`config.mk`:
```
export PLATFORM = sky130hd
export DESIGN_NAME = s2_conv_sequencer
export DESIGN_NICKNAME = d
export VERILOG_FILES = /design/src/rtl/s2_conv_sequencer.sv
export SDC_FILE = /design/constraint.sdc
export NUM_CORES = 1
export LEC_CHECK = 0
export CAP_MARGIN = 10
export CORE_ASPECT_RATIO = 0.9
export CORE_UTILIZATION = 40
export DETAILED_ROUTE_END_ITERATION = 8
export MAX_ROUTING_LAYER = met4
export PLACE_DENSITY_LB_ADDON = 0.25
export SLEW_MARGIN = 40
export SYNTH_ARGS = -nofsm -noshare
export SYNTH_HDL_FRONTEND = slang
export SYNTH_SLANG_ARGS = --single-unit
```
`constraint.sdc`:
```
create_clock -name clk -period 6.5 [get_ports clk]
set_clock_uncertainty 0.15 [all_clocks]
set_input_delay 0.65 -clock clk [delete_from_list [all_inputs] [get_ports clk]]
set_output_delay 0.65 -clock clk [all_outputs]
set_load 0.01 [all_outputs]
```
`src/rtl/s2_conv_sequencer.sv`:
```
// s2_conv_sequencer: drives window addresses to a fixed-latency convolution datapath.
// Results are collected into a small buffer and streamed out with a valid/ready handshake.
// A credit rule only issues a window when the buffer is sure to have room for its result,
// so the buffer can never overflow, whatever out_ready does.
//
// Ports:
//   clk, rst_n         clock, asynchronous active-low reset
//   start              pulse requesting one frame pass (ignored unless idle)
//   busy, done         high outside IDLE / one-cycle end-of-frame pulse
//   proc_dir           channel-group select to the datapath
//   proc_counter       {row, col} of the window being issued
//   issue_valid        a window is issued this cycle
//   res_data           datapath result, valid LAT cycles after its issue
//   out_valid/ready    result stream handshake
//   out_data/addr      buffered result and its {proc_dir, row, col}
//   out_last           final result of the frame
module s2_conv_sequencer #(
    parameter int unsigned DW       = 17,
    parameter int unsigned LAT      = 2,
    parameter int unsigned DEPTH    = 4,
    parameter int unsigned POS_LAST = 3,
    parameter int unsigned CH_LAST  = 0
) (
    input  logic          clk,
    input  logic          rst_n,
    input  logic          start,
    output logic          busy,
    output logic          done,
    output logic [1:0]    proc_dir,
    output logic [3:0]    proc_counter,
    output logic          issue_valid,
    input  logic [DW-1:0] res_data,
    output logic          out_valid,
    input  logic          out_ready,
    output logic [DW-1:0] out_data,
    output logic [5:0]    out_addr,
    output logic          out_last
);

    // Wide enough for inflight + buffer occupancy.
    localparam int unsigned CW = $clog2(DEPTH + LAT + 1);
    localparam int unsigned PW = (DEPTH > 1) ? $clog2(DEPTH) : 1;
    localparam logic [1:0] PosLast = 2'(POS_LAST);
    localparam logic [1:0] ChLast  = 2'(CH_LAST);
    localparam logic [5:0] LastAddr = {ChLast, PosLast, PosLast};

    typedef enum logic [1:0] {StIdle, StRun, StDrain, StDone} state_e;

    state_e state_q, state_d;

    logic [1:0] dir_q, row_q, col_q;
    logic       last_window;

    logic [LAT-1:0] sr_valid_q;
    logic [5:0]     sr_addr_q [LAT];
    logic [CW-1:0]  inflight;
    logic [CW-1:0]  inflight_next;

    logic [DW+5:0]  mem_q [DEPTH];
    logic [PW-1:0]  wr_ptr_q, rd_ptr_q;
    logic [CW-1:0]  count_q, count_d;
    logic           push, pop;
    logic [DW+5:0]  head;

    function automatic logic [PW-1:0] ptr_inc(input logic [PW-1:0] p);
        return (p == PW'(DEPTH - 1)) ? '0 : p + PW'(1);
    endfunction

    // ---------------------------------------------------------------------------------------
    // FSM
    // ---------------------------------------------------------------------------------------
    always_ff @(posedge clk or negedge rst_n) begin
        if (!rst_n) begin
            state_q <= StIdle;
        end else begin
            state_q <= state_d;
        end
    end

    assign last_window = (dir_q == ChLast) && (row_q == PosLast) && (col_q == PosLast);

    always_comb begin
        state_d = state_q;
        case (state_q)
            StIdle:  if (start) state_d = StRun;
            StRun:   if (issue_valid && last_window) state_d = StDrain;
            // Look at post-edge occupancy so DONE follows the final pop directly.
            StDrain: if (inflight_next == '0 && count_d == '0) state_d = StDone;
            StDone:  state_d = StIdle;
            default: state_d = StIdle;
        endcase
    end

    always_comb begin
        busy        = (state_q != StIdle);
        done        = (state_q == StDone);
        issue_valid = (state_q == StRun) && ((inflight + count_q) < CW'(DEPTH));
    end

    // ---------------------------------------------------------------------------------------
    // Window counters: dir outer, row middle, col inner
    // ---------------------------------------------------------------------------------------
    always_ff @(posedge clk or negedge rst_n) begin
        if (!rst_n) begin
            dir_q <= 2'd0;
            row_q <= 2'd0;
            col_q <= 2'd0;
        end else if (issue_valid) begin
            if (col_q == PosLast) begin
                col_q <= 2'd0;
                if (row_q == PosLast) begin
                    row_q <= 2'd0;
                    dir_q <= (dir_q == ChLast) ? 2'd0 : dir_q + 2'd1;
                end else begin
                    row_q <= row_q + 2'd1;
                end
            end else begin
                col_q <= col_q + 2'd1;
            end
        end
    end

    assign proc_dir     = dir_q;
    assign proc_counter = {row_q, col_q};

    // ---------------------------------------------------------------------------------------
    // In-flight tracker, aligned with the datapath latency
    // ---------------------------------------------------------------------------------------
    always_ff @(posedge clk or negedge rst_n) begin
        if (!rst_n) begin
            sr_valid_q <= '0;
            for (int i = 0; i < int'(LAT); i++) begin
                sr_addr_q[i] <= 6'd0;
            end
        end else begin
            sr_valid_q[0] <= issue_valid;
            sr_addr_q[0]  <= {dir_q, row_q, col_q};
            for (int i = 1; i < int'(LAT); i++) begin
                sr_valid_q[i] <= sr_valid_q[i-1];
                sr_addr_q[i]  <= sr_addr_q[i-1];
            end
        end
    end

    always_comb begin
        inflight      = '0;
        inflight_next = CW'(issue_valid);
        for (int i = 0; i < int'(LAT); i++) begin
            inflight = inflight + CW'(sr_valid_q[i]);
            // The last stage leaves the tracker (into the buffer) at this edge.
            if (i < int'(LAT) - 1) begin
                inflight_next = inflight_next + CW'(sr_valid_q[i]);
            end
        end
    end

    // ---------------------------------------------------------------------------------------
    // Result buffer
    // ---------------------------------------------------------------------------------------
    assign push    = sr_valid_q[LAT-1];
    assign pop     = out_valid && out_ready;
    assign count_d = count_q + CW'(push) - CW'(pop);

    always_ff @(posedge clk) begin
        if (push) begin
            mem_q[wr_ptr_q] <= {res_data, sr_addr_q[LAT-1]};
        end
    end

    always_ff @(posedge clk or negedge rst_n) begin
        if (!rst_n) begin
            wr_ptr_q <= '0;
            rd_ptr_q <= '0;
            count_q  <= '0;
        end else begin
            if (push) wr_ptr_q <= ptr_inc(wr_ptr_q);
            if (pop)  rd_ptr_q <= ptr_inc(rd_ptr_q);
            count_q <= count_d;
        end
    end

    assign head      = mem_q[rd_ptr_q];
    assign out_valid = (count_q != '0);
    // Storage is not reset, so gate the outputs to keep them at 0 while empty.
    assign out_data  = out_valid ? head[DW+5:6] : '0;
    assign out_addr  = out_valid ? head[5:0] : 6'd0;
    assign out_last  = out_valid && (head[5:0] == LastAddr);

    buffer_no_overflow: assert property (@(posedge clk) disable iff (!rst_n)
        !(push && (count_q == CW'(DEPTH))))
        else $error("result buffer push while full");

endmodule
```
==> impl_results.md, run 1 <==
* Final hold vios at 0
* Maximum buffer depth of the clock tree at 2
* I/O Buffers at 54
* Mux contribution to synthesized area at 12.4%
* CTS tree: built
* WS Path Type: reg2reg
* H-Tree Depth at 4
* # clock sinks at approximately 120
* VDD IR max at 246 µV
* Largest cells by area after synthesis: edfxtp_1 (57%), dfrtp_1 (15%), mux4_2 (11%)
* Asr flop ratio synth at approximately a quarter
* CTS clock-pin slew for the worst setup and hold paths at ~0.060 ns
* Vias per cell at just under 5
* IO Pins at 55
* CP startpoint kind: flop
* Num CTS Buffers at 17
* Starting DRT DRC Count at between 100 and 150
* Post-Synth Simple-Gate Area at 5.52%
* Final nets at around 360
* Routability cong. at between 0.8 and 0.9
* Crit path DAT at 3.91 ns
* Core region area at 11600 µm²
* PwrDens at roughly 480 nW/µm²
* Avg Synthesized Cell Area at about 19 µm²
* Clk Latency, worst-skew pair at 0.40 ns
* Drt wl/cell at 16.3 µm
* WL final at 8030 µm
* Status: finished, final reports clean
* Least-Margin Pin Slew at approximately 0.78 ns
* Yosys reg bits at between 100 and 150
* Achievable Freq at approximately 0.27 GHz
* Synth area leader: edfxtp_1
* Slew HR at 48.0%
* CP endpoint kind: flop
* Worst hold path class: reg2reg
* TNS Setup at 0 ns
* Biggest registers after layout: mem_q: 92 flops, sr_addr_q: 12 flops, count_q: 3 flops
* Die width at approximately 120 µm
* Unrepaired setup endpoints after global routing: false
* WP data required at approximately 6.7 ns
* Rows at 37
* Post-DP HPWL at between 4000 and 5000 µm
* Crit-path max FO at 25
* Post-Syn Area at a little under 5000 µm²
* GRT overflow at 0
* Top cell type's share of synthesized area at a little under three fifths
* Adder-cell share of the synthesized area at roughly 5.1%
* Mapped Cells at around 250
* Share of cells above drive strength 1 at approximately a fifth
* Initial core utilization at 41.5%
* Post-synth EDFFs at 92
* Detailed Routing Iterations Pass 1 at 4
* Post-CTS Setup Inserts at 0
* First-pass GRT wire length at between 10000 and 15000 µm
* Syn-to-layout area delta at 27.8%
* Largest family of logic cells by synthesized area: multiplexers
* Yosys Warn Count at 0
* Post-route ant nets at 0
* Compound-Gate Fraction of Synth Area at around 2.1%
* Largest reg by FF count: mem_q
* Largest net degree at the start of global routing at 30
* Die area at ~12000 µm²
* Mapped Nets at between 200 and 300
* Min cycle time layout at between 3 and 4 ns
* Max-slew violation count at 0
* Die height at 106 µm
* Lkg Pwr at 0.00226 µW
* Synth unique cells at 29
* Initial antenna violation count at 0
* Diode count at 0
* Setup violations, final at 0
* # resized after CTS at 0
* Vias in the first global route at roughly 2400
* Post-CTS Hold Buffers at 0
* Tot GR Track Use at 14.3%
* Final hold slack at 0.194 ns
* Post-Synth XOR/XNOR Area at less than 1%
* Max FFs per register at 92
* Root buf cell: clkbuf_16
* Via count at 2374
* Synth Flop Type: edfxtp_1
* Part of the cycle the worst path needs at between 50% and 60%
* Residual DRC at 0
* # Max-Cap Violations at 0
* Seq/Total Area, Yosys at approximately 73%
## area by class of cell
| cell class | instances | area (µm²) |
|---|---|---|
| timing repair buffer | 60 | 586 |
| multi-input combinational | 109 | 1230 |
| inverter | 14 | 52.6 |
| fill | 948 | 5430 |
| clock buffer | 19 | 433 |
| sequential | 121 | 3490 |
| clock inverter | 13 | 154 |
| tap | 156 | 195 |
## worst max-delay path, cell delays in order (launching register included)
cell and delay [ns]:
dfrtp_1 0.42, or3_1 0.73, nand2_1 0.28, inv_1 0.06, ha_1 0.26, inv_1 0.04, ha_1 0.18, fa_1 0.36
xnor3_1 0.39, o41a_1 0.37, o22a_1 0.19, o32ai_1 0.23
## stage by stage
| stage | instances | cell area, µm² | worst slack (ns) | total power, µW | utilization, % |
|---|---|---|---|---|---|
| global placement | 460 | 5560 | 2.80 | 2030 | 48.0 |
| global route | 492 | 6140 | 2.53 | 3090 | 53.1 |
| finish | 492 | 6140 | 2.74 | 2930 | 53.1 |
| CTS | 492 | 6140 | 2.67 | 2970 | 53.1 |
| detailed placement | 460 | 5560 | 2.65 | 2050 | 48.0 |
| floorplan | 252 | 4810 | 3.32 | 1640 | - |
## Yosys cell counts, drive strengths merged, types with 3 or more instances
library cell	count
nand2	7
inv	14
clkbuf	5
mux2	7
and2	27
and3	3
nor2	3
dfrtp	29
nor3	4
buf	3
mux4	23
ha	18
edfxtp	92
## where the power goes
| part | leakage (µW) | internal (µW) | switching, µW |
|---|---|---|---|
| sequential | 0.00120 | 988 | 129 |
| combinational | 0.000773 | 527 | 369 |
| clock | 0.000282 | 598 | 317 |
## routing by layer
metal	track usage (%)	wire [µm]	vias up
li1	-	-	1112
met1	17.8	3780	1191
met2	21.1	3780	64
met3	5.31	381	7
met4	6.04	83	0
met5	-	0	-
## logic make-up (layout without fill, tap and decap cells)
logic type      Yosys count  count (layout)
fa+ha+maj                19              19
buf+inv                  22             106
flops                   121             121
xor+xnor                  1               1
simple gates             47              47
compound gates           12              12
mux                      30              30
## path summary, 6_finish.rpt
| check | start | to | slack [ns] | cells after the start |
|---|---|---|---|---|
| worst max-delay path | count_q[2] | state_q[1] | 2.74 | 11 |
| max in group asynchronous | rst_n | rd_ptr_q[0] | 5.43 | 2 |
| worst min register to register | sr_addr_q[11] | sr_addr_q[5] | 0.19 | 0 |
| worst max register to register | count_q[2] | state_q[1] | 2.74 | 11 |
| worst min-delay path | sr_addr_q[11] | sr_addr_q[5] | 0.19 | 0 |
| min in group asynchronous | rst_n | sr_addr_q[8] | 0.47 | 2 |
## cell usage in the layout, fill, tap and decap left out, types with 4 or more instances in the layout
| cell | count |
|---|---|
| edfxtp_1 | 92 |
| clkdlybuf4s50_1 | 54 |
| dfrtp_1 | 28 |
| and2_1 | 27 |
| mux4_2 | 23 |
| ha_1 | 18 |
| clkbuf_16 | 17 |
| inv_1 | 14 |
| nand2_1 | 7 |
| mux2_2 | 7 |
| buf_4 | 6 |
| nor3_1 | 4 |
(Power assumes the default switching activity.)
==> run 2: changes to the inputs <==
- clock period: 6.5 -> 3.1 ns (I/O delays scaled with it)
==> run 2 against run 1 <==
  * Sequential share of layout area down 1.2 points
  * Die area unchanged
  * Final area up 2.2%
  * Worst setup slack got worse by 2.6 ns
  * Utilization is 1.2 points higher
  * Sequential power rose by 100%
  * Count of clock-buffer cells in the layout increased by 1
  * Non-clock buffer count grew 10
  * Power increased by 120%
  * Critical path type unchanged
  * Critical endpoint is now state_q[0]
  * Largest cell class unchanged
==> impl_results.md, run 2 (same netlist as run 1, synthesis figures left out) <==
* Initial core utilization at between 40 and 50%
* Die width at 118 µm
* Max-slew violation count at 0
* Vias per cell at about 4.9
* Filler cells at 930
* CTS clock-pin slew for the worst setup and hold paths at ~0.05 ns
* Syn-to-layout area delta at 30.7%
* Most frequent cells in the layout: edfxtp_1 (92), clkdlybuf4s50_1 (53), dfrtp_1 (28)
* Status: finished, final reports clean
* # clock sinks at approximately 120
* Crit-path max FO at 3
* IO Pins at 55
* Final hold slack at around 0.14 ns
* I/O Buffers at 54
* CP endpoint kind: flop
* WS Path Type: reg2reg
* Worst hold path class: in2async
* First-pass GRT wire length at around 13000 µm
* CTS tree: built
* Starting DRT DRC Count at approximately 130
* Min cycle time layout at just under 3 ns
* Lkg Pwr at 0.00235 µW
* Reg2reg setup slack at 0.13 ns
* Drt wl/cell at 16.2 µm
* Worst reg2reg path startpoint: count_q[0]
* Routability cong. at about 0.74
* Initial antenna violation count at 0
* Most common cell after layout, fill and taps aside: edfxtp_1
* Area after DPL at approximately 5600 µm²
* Post-CTS Hold Buffers at 0
* Met3 usage at under 10%
* WP data required at between 3 and 4 ns
* # Max-Cap Violations at 0
* Vias in the first global route at roughly 2500
* Die height at around 110 µm
* FF/Latch Area at about 3500 µm²
* Detailed Routing Iterations Pass 1 at 6
* Max FFs per register at between 90 and 100
* Slew HR at between 60% and 70%
* Final hold vios at 0
* GR Util met2 at ~22%
* Worst-case reg-to-reg path depth at 11
* Rows at 37
* VDD IR max at about 550 µV
* Final nets at 373
* Setup violations, final at 0
* Clk Latency, worst-skew pair at 0.40 ns
* Final Core Density at approximately 54%
* Least-Margin Pin Slew at between 0.4 and 0.5 ns
* Area occupied by multi-input gates at ~1200 µm²
* GRT busiest layer: met2
* Post-route ant nets at 0
* WL final at approximately 8100 µm
* Diode count at 0
* GRT overflow at 0
* H-Tree Depth at 4
* Worst r2r dst: state_q[0]
* Root buf cell: clkbuf_16
* Largest reg by FF count: mem_q
* Part of the cycle the worst path needs at between 90% and 100%
* Tot GR Track Use at approximately 15%
* Unrepaired setup endpoints after global routing: false
* Biggest registers after layout: mem_q: 92 flops, sr_addr_q: 12 flops, count_q: 3 flops
* Core region area at about 12000 µm²
* Crit path DAT at between 3 and 4 ns
* Achievable Freq at between 0.3 and 0.4 GHz
* Final instance area at 6280 µm²
* Maximum buffer depth of the clock tree at 2
* Share of cells above drive strength 1 at about a quarter
* M1 GR Usage at a little under a fifth
* PwrDens at around 1000 nW/µm²
* Largest net degree at the start of global routing at 30
* Num CTS Buffers at 17
* CP startpoint kind: flop
* Via count at approximately 2500
* Post-DP HPWL at ~5000 µm
* Die area at ~12000 µm²
* Residual DRC at 0
-- run 2: changes by cell type in the layout (fill, tap and decap cells not counted), sizes merged --
cell	before	now
buf	6	16
clkinv	8	4
inv	14	16
bufinv	3	4
clkbuf	19	20
clkdlybuf4s50	54	53
dlymetal6s2s	0	1
-- run 2: worst max-delay path by stage --
stage	from	endpoint	slack, ns
global placement	count_q[0]	state_q[0]	0.05
finish	count_q[0]	state_q[0]	0.13
detailed placement	count_q[0]	state_q[0]	-0.09
floorplan	count_q[0]	state_q[0]	0.02
CTS	sr_valid_q[1]	issue_valid	0.02
global route	count_q[0]	state_q[0]	0.004
-- run 2: cell type report --
class,count,share of cell area (%)
inverters,14,0.837
clock inverters,12,2.73
multi-input cells,109,19.9
flip-flops and latches,121,55.6
well taps,156,3.11
clock buffers,20,7.27
repair buffers,70,10.6
-- run 2: per-stage QoR --
step | setup slack (ns) | TNS, ns | power (µW) | instances
after global routing | 0.00420 | 0 | 6740 | 502
final | 0.133 | 0 | 6390 | 502
after floorplan | 0.0169 | 0 | 3440 | 252
after global placement | 0.0542 | 0 | 4330 | 470
after detailed placement | -0.0949 | -0.184 | 4390 | 470
after CTS | 0.0191 | 0 | 6450 | 502
-- run 2: timing repair --
action                     in CTS  in global routing
buffers inserted                0                  0
gates resized for setup         1                  3
setup endpoints to repair       2                  4
pin swaps                       2                  1
-- run 2: routing by layer --
layer	vias up	share of wire (%)
met2	69	50
met4	0	0.39
met5	-	0
li1	1133	-
met1	1255	45
met3	2	4.9
-- run 2: power breakdown --
part           switching, µW  total, µW  internal, µW
Sequential               188       2260          2070
Combinational            894       2090          1190
Clock                    658       2040          1380
-- run 2: critical path: stages, from the launching register on --
cell and delay (ns):
dfrtp_1 0.37, or3_4 0.39, nand2_2 0.08, inv_1 0.04, ha_1 0.26, inv_1 0.04
ha_1 0.18, fa_2 0.34, xnor3_1 0.20, o41a_1 0.38, o221a_1 0.27, a221oi_2 0.17
==> run 3: changes to the inputs <==
--- a/config.mk
+++ b/config.mk
@@ -13,2 +13,3 @@
 export PLACE_DENSITY_LB_ADDON = 0.25
+export REMOVE_ABC_BUFFERS = 1
 export SLEW_MARGIN = 40
--- a/constraint.sdc
+++ b/constraint.sdc
@@ -4,2 +4,2 @@
 set_output_delay 0.31 -clock clk [all_outputs]
-set_load 0.01 [all_outputs]
+set_load 0.05 [all_outputs]
==> run 3 against run 2 <==
  * Utilization is 0.58 points lower
  * Worst setup slack got worse by 0.039 ns
  * Sequential share of layout area increased by 0.56 points
  * Final cell count increased by 0.20%
  * Flip-flop and latch count unchanged
  * Critical path type unchanged
  * Maximum frequency shrank 1.3%
  * Combinational power rose by 44%
  * Count of clock-buffer cells in the layout increased by 1
  * Global-route usage increased by 1.2 points
  * Critical path depth unchanged
  * Hold slack improved by 0.0028 ns
==> impl_results.md, run 3 (same netlist as run 1, synthesis figures left out) <==
* Share of cells above drive strength 1 at around a quarter
* Largest net degree at the start of global routing at 30
* Detailed Routing Iterations Pass 1 at 4
* Final total power at about 7000 µW
* Worst-case reg-to-reg path depth at 11
* Die width at ~120 µm
* Starting DRT DRC Count at 163
* Largest reg by FF count: mem_q
* Final hold vios at 0
* Crit path DAT at between 3 and 4 ns
* Rows at 37
* # clock sinks at around 120
* Crit path buffers/inverters at 2
* H-Tree Depth at 4
* GRT overflow at 0
* Drt wl/cell at 16.8 µm
* Worst reg2reg path startpoint: count_q[2]
* Final instance area at approximately 6200 µm²
* Biggest registers after layout: mem_q: 92 flops, sr_addr_q: 12 flops, count_q: 3 flops
* TNS Setup at 0 ns
* Worst r2r dst: state_q[1]
* CTS clock-pin slew for the worst setup and hold paths at ~0.05 ns
* Initial antenna violation count at 0
* Post-route ant nets at 0
* Setup violations, final at 0
* Post-DP HPWL at approximately 5200 µm
* Crit-path max FO at 3
* PwrDens at between 1000 and 1500 nW/µm²
* Initial core utilization at 41.5%
* Final nets at ~370
* WS Path Type: reg2reg
* CP peak stage delay at about 0.42 ns
* CP Cell Sequence: or3_4 -> nand2_1 -> inv_1 -> ha_1 -> inv_1 -> ha_1 -> fa_2 -> xnor3_1 -> o41a_1 -> o22a_1 -> o32ai_1
* Status: finished, final reports clean
* WP data required at roughly 3.2 ns
* VDD IR max at between 600 and 700 µV
* Most frequent cells in the layout: edfxtp_1 (92), clkdlybuf4s50_1 (48), dfrtp_1 (28)
* Part of the cycle the worst path needs at between 90% and 100%
* Slowest cell on the critical path: o41a_1
* Critical Path End: state_q[1]
* IO Pins at 55
* WP depth at 11
* Residual DRC at 0
* Worst setup path startpoint: count_q[2]
* Worst hold path class: in2async
* Post-CTS Hold Buffers at 0
* Max-slew violation count at 0
* Root buf cell: clkbuf_16
* Die area at 12500 µm²
* Core region area at between 10000 and 15000 µm²
* Die height at 106 µm
* Least-Margin Pin Slew at roughly 0.57 ns
* Num CTS Buffers at 17
* Achievable Freq at 0.333 GHz
* First-pass GRT wire length at between 10000 and 15000 µm
* CP endpoint kind: flop
* Crit-path leading delay family: compound AO/OA/AOI/OAI gates
* Vias in the first global route at 2610
* Lkg Pwr at around 0.0023 µW
* Area after DPL at ~5600 µm²
* Via count at 2462
* # Max-Cap Violations at 0
* Clk Latency, worst-skew pair at about 0.4 ns
* Final Core Density at about 54%
* Tot GR Track Use at between 10% and 20%
* Most common cell after layout, fill and taps aside: edfxtp_1
* Unrepaired setup endpoints after global routing: false
* Maximum buffer depth of the clock tree at 2
* Min cycle time layout at roughly 3 ns
* WL final at between 8000 and 9000 µm
* Diode count at 0
* Reg2reg setup slack at between 0.09 and 0.1 ns
* Slew HR at between 60 and 70%
* CP startpoint kind: flop
* CTS tree: built
* Max FFs per register at a little over 90
* I/O Buffers at 54
* Vias per cell at a little under 5
* Routability cong. at 0.746
* Syn-to-layout area delta at 29.3%
==> run 3: cell types whose count changed in the layout (fill, tap and decap cells not counted), sizes merged <==
| cell | delta |
|---|---|
| clkdlybuf4s50 | -5 |
| clkinv | +3 |
| clkbuf | +1 |
| bufinv | -2 |
| dlymetal6s2s | -1 |
| inv | -2 |
| buf | +7 |
==> run 3: cell type report <==
class,instances,area (µm²)
Clock buffer,21,440
Fill cell,928,5360
Clock inverter,11,105
Timing Repair Buffer,71,691
Tap cell,156,195
Multi-Input combinational cell,109,1240
Inverter,14,52.6
Sequential cell,121,3490
==> run 3: report_power, final <==
part | switching, µW | internal, µW
clock | 634 | 1160
combinational | 1770 | 1230
sequential | 140 | 2070
total | 2550 | 4460
==> run 3: how the worst min path moves through the flow <==
| stage | from | end | slack (ns) | depth (start not counted) |
|---|---|---|---|---|
| floorplan | rst_n | col_q[0] | -0.14 | 0 |
| global placement | sr_addr_q[11] | sr_addr_q[5] | 0.18 | 0 |
| detailed placement | sr_addr_q[11] | sr_addr_q[5] | 0.19 | 0 |
| CTS | rst_n | sr_addr_q[2] | 0.15 | 2 |
| global route | rst_n | proc_dir[1] | 0.18 | 2 |
| finish | rst_n | proc_dir[1] | 0.15 | 2 |
==> run 3: through the flow <==
| stage | cells | setup slack, ns | hold slack [ns] |
|---|---|---|---|
| 6_report | 503 | 0.0945 | 0.145 |
| 3_3_place_gp | 469 | 0.0266 | 0.182 |
| 2_1_floorplan | 244 | -0.543 | -0.136 |
| 4_1_cts | 501 | 0.0880 | 0.152 |
| 3_5_place_dp | 469 | -0.0452 | 0.187 |
| 5_1_grt | 503 | 0.000173 | 0.182 |
==> run 3: worst register-to-register path, delay by kind of cell, from the launching register on <==
family / cells / cell delay [ns]
AO/OA/AOI/OAI: 3 / 0.83
buffers and inverters: 2 / 0.09
flip-flops: 1 / 0.37
AND/OR/NAND/NOR: 2 / 0.46
adder cells (fa/ha/maj): 3 / 0.79
XOR/XNOR: 1 / 0.20
==> run 3: repair_timing <==
item,in CTS,in global routing
pin swaps,1,3
endpoints found under the hold margin,0,0
setup buffers,0,2
gates resized for setup,0,2
setup endpoints to repair,2,2
==> run 3: layer usage <==
| metal | GRT usage [%] | up-vias | wire length (µm) |
|---|---|---|---|
| met5 | - | - | 0 |
| met4 | 6.14 | 0 | 125 |
| met3 | 5.74 | 12 | 422 |
| met2 | 24.0 | 60 | 4070 |
| met1 | 19.3 | 1253 | 3830 |
| li1 | - | 1137 | - |
